==> src/rtl/lif_layer_param.sv <==
// lif_layer_param: N_NEURONS leaky integrate-and-fire hidden neurons feeding one
// weighted output neuron. One time step per `step` pulse; hidden spikes appear
// one cycle after the step, the output spike one cycle later, and the saturating
// spike counter one cycle after that.
// Optional build macro: LIF_REFRACTORY_EN adds a per-hidden-neuron refractory
// counter of REFRAC_STEPS steps after each hidden spike.
module lif_layer_param #(
   parameter  int N_NEURONS    = 4,
   parameter  int W            = 8,
   parameter  int IN_W         = 5,
   parameter  int LEAK_SHIFT   = 3,
   parameter  int OUT_WEIGHT   = 16,
   parameter  int OUT_THRESH   = 32,
   parameter  int REFRAC_STEPS = 2,
   localparam int SEL_W        = $clog2(N_NEURONS + 1)
) (
   input  logic                      clk,
   input  logic                      rst_n,
   input  logic                      step,
   input  logic [N_NEURONS*IN_W-1:0] current,
   input  logic [W-1:0]              threshold,
   input  logic                      count_clr,
   input  logic [SEL_W-1:0]          mon_sel,
   output logic [N_NEURONS-1:0]      spike,
   output logic                      spike_out,
   output logic [7:0]                spike_count,
   output logic [W-1:0]              v_mon
);

   // Output-neuron arithmetic is done at 32 bits so the weighted spike sum cannot wrap.
   localparam logic [31:0] OW   = OUT_WEIGHT;
   localparam logic [31:0] OTH  = OUT_THRESH;
   localparam logic [31:0] VMAX = (32'd1 << W) - 32'd1;

   // Reject parameter sets outside the supported range at elaboration.
   if (N_NEURONS < 1 || N_NEURONS > 8 || IN_W > W || REFRAC_STEPS < 0) begin : g_bad_param
      $error("lif_layer_param: unsupported parameter set");
   end

   logic [W-1:0] v_all [N_NEURONS];

   // ---------------------------------------------------------------- hidden neurons
   for (genvar i = 0; i < N_NEURONS; i++) begin : g_hid
      logic [W-1:0] v_q, v_d;
      logic         spike_q, spike_d;
      logic [W:0]   sum;
      logic [W-1:0] sum_sat;

      // Leak-and-integrate at W+1 bits, then clamp to the W-bit range.
      always_comb begin
         sum     = {1'b0, v_q} - {1'b0, (v_q >> LEAK_SHIFT)}
                 + (W+1)'(current[i*IN_W +: IN_W]);
         sum_sat = sum[W] ? {W{1'b1}} : sum[W-1:0];
      end

`ifdef LIF_REFRACTORY_EN
      localparam int RC_W = (REFRAC_STEPS > 0) ? $clog2(REFRAC_STEPS + 1) : 1;
      logic [RC_W-1:0] rc_q, rc_d;

      // Step update; a live refractory count pins v to 0 and suppresses firing.
      always_comb begin
         v_d     = v_q;
         spike_d = 1'b0;
         rc_d    = rc_q;
         if (step) begin
            if (rc_q != '0) begin
               rc_d = rc_q - 1'b1;
               v_d  = '0;
            end else if (sum_sat >= threshold) begin
               v_d     = '0;
               spike_d = 1'b1;
               rc_d    = RC_W'(REFRAC_STEPS);
            end else begin
               v_d = sum_sat;
            end
         end
      end

      // Refractory counter state.
      always_ff @(posedge clk or negedge rst_n) begin
         if (!rst_n) rc_q <= '0;
         else        rc_q <= rc_d;
      end
`else
      // Step update: fire and reset on threshold, otherwise keep the integrated value.
      always_comb begin
         v_d     = v_q;
         spike_d = 1'b0;
         if (step) begin
            if (sum_sat >= threshold) begin
               v_d     = '0;
               spike_d = 1'b1;
            end else begin
               v_d = sum_sat;
            end
         end
      end
`endif

      // Membrane and one-cycle spike registers.
      always_ff @(posedge clk or negedge rst_n) begin
         if (!rst_n) begin
            v_q     <= '0;
            spike_q <= 1'b0;
         end else begin
            v_q     <= v_d;
            spike_q <= spike_d;
         end
      end

      assign v_all[i] = v_q;
      assign spike[i] = spike_q;
   end

   // ---------------------------------------------------------------- output neuron
   logic         step_d_q;
   logic [W-1:0] vo_q, vo_d;
   logic         so_q, so_d;
   logic [31:0]  pop, osum;
   logic [W-1:0] osat;

   // Weighted popcount of the registered hidden spikes, leaked and clamped.
   always_comb begin
      pop = '0;
      for (int k = 0; k < N_NEURONS; k++) pop = pop + 32'(spike[k]);
      osum = 32'(vo_q) - 32'(vo_q >> LEAK_SHIFT) + OW * pop;
      osat = (osum > VMAX) ? {W{1'b1}} : osum[W-1:0];
   end

   // Output neuron fires on the delayed step, same reset rule as hidden neurons.
   always_comb begin
      vo_d = vo_q;
      so_d = 1'b0;
      if (step_d_q) begin
         if (32'(osat) >= OTH) begin
            vo_d = '0;
            so_d = 1'b1;
         end else begin
            vo_d = osat;
         end
      end
   end

   // Output neuron state and the step delay that keys it.
   always_ff @(posedge clk or negedge rst_n) begin
      if (!rst_n) begin
         step_d_q <= 1'b0;
         vo_q     <= '0;
         so_q     <= 1'b0;
      end else begin
         step_d_q <= step;
         vo_q     <= vo_d;
         so_q     <= so_d;
      end
   end

   assign spike_out = so_q;

   // ---------------------------------------------------------------- spike counter
   logic [7:0] cnt_q, cnt_d;

   // Clear beats a coincident pulse; the count sticks at 255.
   always_comb begin
      cnt_d = cnt_q;
      if (count_clr)                    cnt_d = '0;
      else if (so_q && cnt_q != 8'hFF)  cnt_d = cnt_q + 8'd1;
   end

   // Counter register.
   always_ff @(posedge clk or negedge rst_n) begin
      if (!rst_n) cnt_q <= '0;
      else        cnt_q <= cnt_d;
   end

   assign spike_count = cnt_q;

   // ---------------------------------------------------------------- monitor mux
   // Combinational view of one membrane; unused select codes read as 0.
   always_comb begin
      v_mon = '0;
      for (int k = 0; k < N_NEURONS; k++)
         if (mon_sel == SEL_W'(k)) v_mon = v_all[k];
      if (mon_sel == SEL_W'(N_NEURONS)) v_mon = vo_q;
   end

endmodule

==> config.mk <==
export PLATFORM = sky130hd
export DESIGN_NAME = lif_layer_param
export DESIGN_NICKNAME = d
export VERILOG_FILES = /design/src/rtl/lif_layer_param.sv
export SDC_FILE = /design/constraint.sdc
export NUM_CORES = 1
export LEC_CHECK = 0
export ABC_AREA = 1
export BUFFER_PORTS_ARGS = -buffer_cell sky130_fd_sc_hd__buf_2
export CAP_MARGIN = 10
export CORE_ASPECT_RATIO = 1.75
export CORE_UTILIZATION = 60
export DETAILED_ROUTE_END_ITERATION = 12
export GPL_TIMING_DRIVEN = 0
export PLACE_DENSITY = 0.81
export REMOVE_ABC_BUFFERS = 1
export SETUP_SLACK_MARGIN = 0.3
export SYNTH_ARGS = -nofsm -noshare
export SYNTH_HDL_FRONTEND = slang
export SYNTH_SLANG_ARGS = --single-unit
export TNS_END_PERCENT = 20
==> constraint.sdc <==
create_clock -name clk -period 5.05 [get_ports clk]
set_clock_uncertainty 0.15 [all_clocks]
set_input_delay 0.7575 -clock clk [delete_from_list [all_inputs] [get_ports clk]]
set_output_delay 0.7575 -clock clk [all_outputs]
set_load 0.05 [all_outputs]
==> metrics.cfg, run 1 <==
[flow_run]
max_cap_violations=0

[timing]
maxSlewHeadroom_pct=44.3
max_freq_mhz=238
final.min_clock_period_ps=4190
worst_slack_ps=856
drv_slew=0
finalSetupTns_ps=0
setup_violations=0
fin_crit_sh_pct=83.0
worst_slew_pin_slew_ps=830
final_hold_viol_count=0
grt_setup_unrepaired=false

[die]
core_area_sq_um=9410
io_pins=56
die_h_um=132
die_area_sq_um=10000
die_w_um=76.1
placementRows=47
initial_core_util_pct=61.2

[global_route]
grt-ovfl-total=0
grt.total_usage_pct=30.4
grt_pass1_wl_um=24300
grt_max_degree=55
grt_antenna_before_repair=0
grt_pass1_vias=5582

[drt]
wl_per_cell_um=15.2
drc=0
dr_total_vias=5421
routed_via_density=5.64
wirelength_um=14600
ant_nets=0
dr.pass1.iters=7
drt-initial-drc-count=333

[setup_path]
arrival_ps=4260
cp-start-kind=input pin
r2r_slack_ps=960
reg2reg_depth=17
r2r-end=g_hid[2].v_q[0]
end_kind=register
cp.required_ps=5110
timing.rr.start=g_hid[2].v_q[6]
criticalPathCategory=in2reg
crit_fanout=8

[synthesis]
ys_ff_latch=54
seq_area_frac_synth_pct=23.5
yosysWarnings=0
syn-cell-area_sq_um=5760
synth_top_area_share_pct=23.5
synthCells=784
yosys.area.top_type=dfrtp_1
synth_area_per_cell_sq_um=7.35
ys_top_cells_by_area=dfrtp_1, ha_1, nand2_1
ys_types=30

[outcome]
status=finished clean

[placed_design]
io_buffers=55
dp_hpwl_um=11900
post-place-ws_ps=584
dp.cells=953
gp_congestion=0.922
dpl_cell_area_sq_um=6140

[layout]
syn2layout_area_growth_pct=9.34
design_area_sq_um=6300
final_nets=976
nFillCells=806
fin_cells=961
diodes=0
drive_gt1_share_pct=10.6

[cts]
hold_buffers=0
post_cts_buffers=0
clockBufferDepth=2
cts.htree.levels=2
cts_tree=done
clk-insertion-delay-late_ps=290
root_buffer=clkbuf_16
post_cts_resized=0
path_clk_slew_ps=70
cts.sinks=54
cts-buffers-inserted=5

[worst_hold_path]
hp-class=in2async

-- kinds of logic after synthesis --
family          Yosys count  synth area share, %
xor+xnor                 31                 6.02
buf+inv                 183                 12.2
compound gates          116                 11.1
flops                    54                 23.5
simple gates            298                 22.0
fa+ha+maj               102                 25.2
-- per-layer routing --
metal  wire length (um)  track usage (%)  vias up
met4                965             18.9        0
met2               7830             59.0      226
met5                  0                0        -
li1                   -                -     2588
met3                595             3.61       72
met1               5250             29.8     2535
-- registers in the layout, indices dropped and copies added (netlist names) --
name	count
g_hid.v_q	32
spike_count	8
vo_q	8
g_hid.spike_q	4
spike_out	1
step_d_q	1
-- cells in the mapped netlist, drive strengths merged --
cell type	n
buf	4
xor2	27
nor2	26
nand4	9
nor3b	1
a21oi	46
xnor2	4
nor3	12
a31o	1
o21a	1
dfrtp	54
clkbuf	4
nand2	207
fa	23
o22ai	8
o21bai	4
nand3b	1
a31oi	4
inv	175
nand3	42
ha	79
o2111ai	4
o21ai	48
-- worst max-delay path, cell delays in order --
cell	delay, ps
buf_2	80
inv_1	40
fa_1	530
fa_1	500
o21ai_2	270
nand2_1	110
nand3_2	120
xor2_4	270
nand3_2	110
ha_1	320
nand2_1	110
nor2_1	80
nand4_1	110
o2111ai_1	150
nor2_1	460
nand2_1	130
o21ai_0	100
-- cells in the final DEF, fill, tap and decap left out --
master	count
nand2_1	203
inv_1	171
ha_1	79
buf_2	55
dfrtp_1	54
a21oi_1	46
o21ai_0	37
nand3_1	34
nor2_1	25
xor2_1	23
fa_1	23
nor3_1	12
nand4_1	9
nand3_2	8
o22ai_1	8
o21ai_1	7
clkbuf_16	5
o21ai_2	4
nand2_2	4
inv_2	4
xor2_4	4
o21bai_1	4
a31oi_1	4
xnor2_1	4
o2111ai_1	4
clkinv_2	2
a31o_2	1
nand3b_1	1
nor2_2	1
o21a_1	1
nor3b_1	1
buf_12	1
-- worst max-delay path by stage --
stage	startpoint	to
floorplan	current[1]	g_hid[0].v_q[5]
CTS	current[11]	g_hid[2].v_q[0]
finish	current[11]	g_hid[2].v_q[0]
detailed placement	current[11]	g_hid[2].v_q[0]
global placement	current[16]	g_hid[3].v_q[5]
global route	current[8]	g_hid[1].v_q[0]
-- final cells by class --
class                   instances  area, sq um  share of cell area (%)
inverters                     175          657                    10.4
clock inverters                 2         10.0                   0.159
multi-input cells             547         3710                    58.9
repair buffers                 56          295                    4.69
clock buffers                   5          125                    1.99
flip-flops and latches         54         1350                    21.5
well taps                     122          153                    2.42
-- through the flow --
stage	util, %	hold WS [ps]
2_1_floorplan	-	312
3_3_place_gp	65.3	344
3_5_place_dp	65.3	355
4_1_cts	66.7	364
5_1_grt	66.9	306
6_report	66.9	268
Power of run 1 is not shown: default switching activity piles up to over one toggle a cycle in this logic, so the estimate is an artifact.
==> inputs of run 2 (changes only) <==
- ABC_AREA: 1 -> 0
- clock period: 5.05 -> 4.2 ns (I/O delays scaled with it)
==> run 2 against run 1 <==
  * Sequential share of layout area fell by 1.3 points
  * Utilization rose by 6.4 points
  * First-iteration DRC count rose by 5.1%
  * Count of clock-buffer cells in the layout did not move
  * Non-clock buffer count rose by 25
  * Sequential cell count did not move
  * Cell count fell by 11%
  * Die area fell by 0.85%
  * Register-to-register slack got worse by 670 ps
  * Hold slack got worse by 210 ps
  * Via count fell by 4.1%
  * Wire length rose by 2.4%
==> metrics.cfg, run 2 <==
[outcome]
status=finished clean

[synthesis]
yosysMostFrequentCell=inv_1
yosysWarnings=0  ; unchanged
synthCells=658  ; -16%
yosys_most_used_dff=dfrtp_1
synthTopCellsByCount=inv_1, ha_1, dfrtp_1, nor2_1, o22ai_1
seq_area_frac_synth_pct=23.7  ; +0.21 points
ys_ff_latch=54  ; unchanged
synth_top_area_share_pct=23.7  ; +0.21 points
synth_edf_count=0  ; unchanged
ys_top_cells_by_area=dfrtp_1, ha_1, inv_1
synth_area_per_cell_sq_um=8.68  ; +18%
syn-cell-area_sq_um=5710  ; -0.87%
ys_types=65  ; +120%
ys_async_sr_fraction_pct=100  ; unchanged
yosys.area.top_type=dfrtp_1

[setup_path]
cp.required_ps=4260  ; -850 ps
cp-start-kind=register
end_kind=register
setup.worst_path.start=g_hid[1].v_q[5]
r2r-end=g_hid[1].v_q[2]
reg2reg_depth=16  ; -1
crit_fanout=5  ; -3
arrival_ps=3970  ; -290 ps
crit_path_end=g_hid[1].v_q[2]
criticalPathCategory=reg2reg
timing.rr.start=g_hid[1].v_q[5]
r2r_slack_ps=290  ; -670 ps

[cts]
clk-insertion-delay-late_ps=300  ; about the same
cts-buffers-inserted=5  ; unchanged
cts.htree.levels=2  ; unchanged
path_clk_slew_ps=70  ; about the same
cts.sinks=54  ; unchanged
cts_tree=done
root_buffer=clkbuf_16
hold_buffers=0  ; unchanged
clockBufferDepth=2  ; unchanged

[global_route]
grt_max_degree=55  ; unchanged
grt_antenna_before_repair=0  ; unchanged
grt_use_met1_pct=30.5  ; +0.69 points
grt_util_met3_pct=3.68  ; +0.070 points
grt_pass1_wl_um=23000  ; -5.5%
grt-ovfl-total=0  ; unchanged
use_met2_pct=59.0  ; about the same
busiest_layer=met2
grt_pass1_vias=5140  ; -7.9%
grt.total_usage_pct=30.7  ; +0.32 points

[timing]
grt_setup_unrepaired=true
max_freq_mhz=256
maxSlewHeadroom_pct=57.3  ; +13 points
worst_slew_pin_slew_ps=641  ; -189 ps
fin_crit_sh_pct=93.1
setup_violations=0  ; unchanged
drv_slew=0  ; unchanged
final_hold_viol_count=0  ; unchanged
final.min_clock_period_ps=3910

[die]
die_h_um=131  ; -0.43%
initial_core_util_pct=62.4  ; +1.2 points
die_area_sq_um=9920  ; -0.85%
die_w_um=75.7  ; -0.42%
io_pins=56  ; unchanged
core_area_sq_um=9150  ; -2.7%
placementRows=46  ; -2.1%

[layout]
design_area_sq_um=6710  ; +6.6%
final_common_cell=inv_1
fin_cells=853  ; -11%
drive_gt1_share_pct=20.9  ; +10 points
top_register=g_hid.v_q
syn2layout_area_growth_pct=17.6
nFillCells=680  ; -16%
layout_common_cells=inv_1, ha_1, buf_2
utilization_pct=73.4  ; +6.4 points
diodes=0  ; unchanged
largest_reg_flops=32  ; unchanged
final_nets=869  ; -11%

[drt]
wl_per_cell_um=17.6  ; +15%
drc=0  ; unchanged
drt-initial-drc-count=350  ; +5.1%
ant_nets=0  ; unchanged
routed_via_density=6.10  ; +8.1%
wirelength_um=15000  ; +2.4%
dr.pass1.iters=5  ; -2
dr_total_vias=5201  ; -4.1%

[placed_design]
io_buffers=55  ; unchanged
dpl_cell_area_sq_um=6060  ; -1.4%
gp_congestion=0.921  ; about the same
dp_hpwl_um=11300  ; -4.6%
dp.cells=819  ; -14%

[flow_run]
max_cap_violations=0  ; unchanged

[worst_hold_path]
hp-class=in2async

-- run 2: cell types whose count changed in the layout (fill, tap and decap cells not counted), moves of 9 or more --
cell / change
buf_4: +25
o21a_1: +10
a21o_1: +22
and3_1: +9
xor2_1: -11
o22ai_1: +19
inv_1: -37
nand2_1: -182
a21oi_1: -26
o21ai_0: -22
nor2_1: +24
nand3_1: -22
-- run 2: logic make-up after synthesis --
logic type | synth area share (%)
compound gates | 20.4
flops | 23.7
fa+ha+maj | 25.4
xor+xnor | 5.28
simple gates | 11.9
buf+inv | 10.3
mux | 3.05
-- run 2: worst min path at each step --
stage,start,endpoint,slack [ps],cells after the start
2_1_floorplan,rst_n,g_hid[0].spike_q,180,0
3_3_place_gp,vo_q[0],vo_q[0],380,2
3_5_place_dp,vo_q[0],vo_q[0],400,2
4_1_cts,vo_q[0],vo_q[0],410,2
5_1_grt,rst_n,spike_count[5],70,1
6_report,rst_n,spike_count[5],60,1
-- run 2: critical path, cell delays in order (launching register included) --
cell	delay (ps)
dfrtp_2	470
fa_1	530
inv_2	50
ha_4	220
nor2b_4	130
o31a_1	340
o22a_4	270
xnor2_4	250
nor2_2	80
ha_1	300
nor2b_1	140
o21ai_2	80
a31oi_2	200
o211ai_1	160
buf_4	220
a21o_1	150
o21ai_1	80
-- run 2: final cells by class --
class | count | area, sq um | share of cell area, %
clock buffer | 5 | 125 | 1.86
multi-input combinational | 454 | 4060 | 60.5
sequential | 54 | 1360 | 20.2
tap | 120 | 150 | 2.24
clock inverter | 3 | 26.3 | 0.391
inverter | 136 | 510 | 7.60
timing repair buffer | 81 | 483 | 7.19
-- run 2: timing repair --
action	in CTS	in global routing
cloned	0	0
setup endpoints to repair	33	34
pin swaps	8	20
gates resized for setup	17	40
setup buffers	6	19
-- run 2: stage by stage --
step                      TNS (ps)  hold slack (ps)  setup WS (ps)
after detailed placement     -8560              396           -339
after global routing             0             71.2            108
after CTS                        0              409            211
final                            0             59.3            289
after global placement       -6110              377           -261
after floorplan                  0              184            257
-- run 2: per-layer routing --
layer | vias up | part of all wire (%)
met3 | 71 | 4.7
met1 | 2501 | 35
li1 | 2408 | -
met2 | 221 | 55
met5 | - | 0
met4 | 0 | 5.3
Power of run 2 is left out for the same reason.
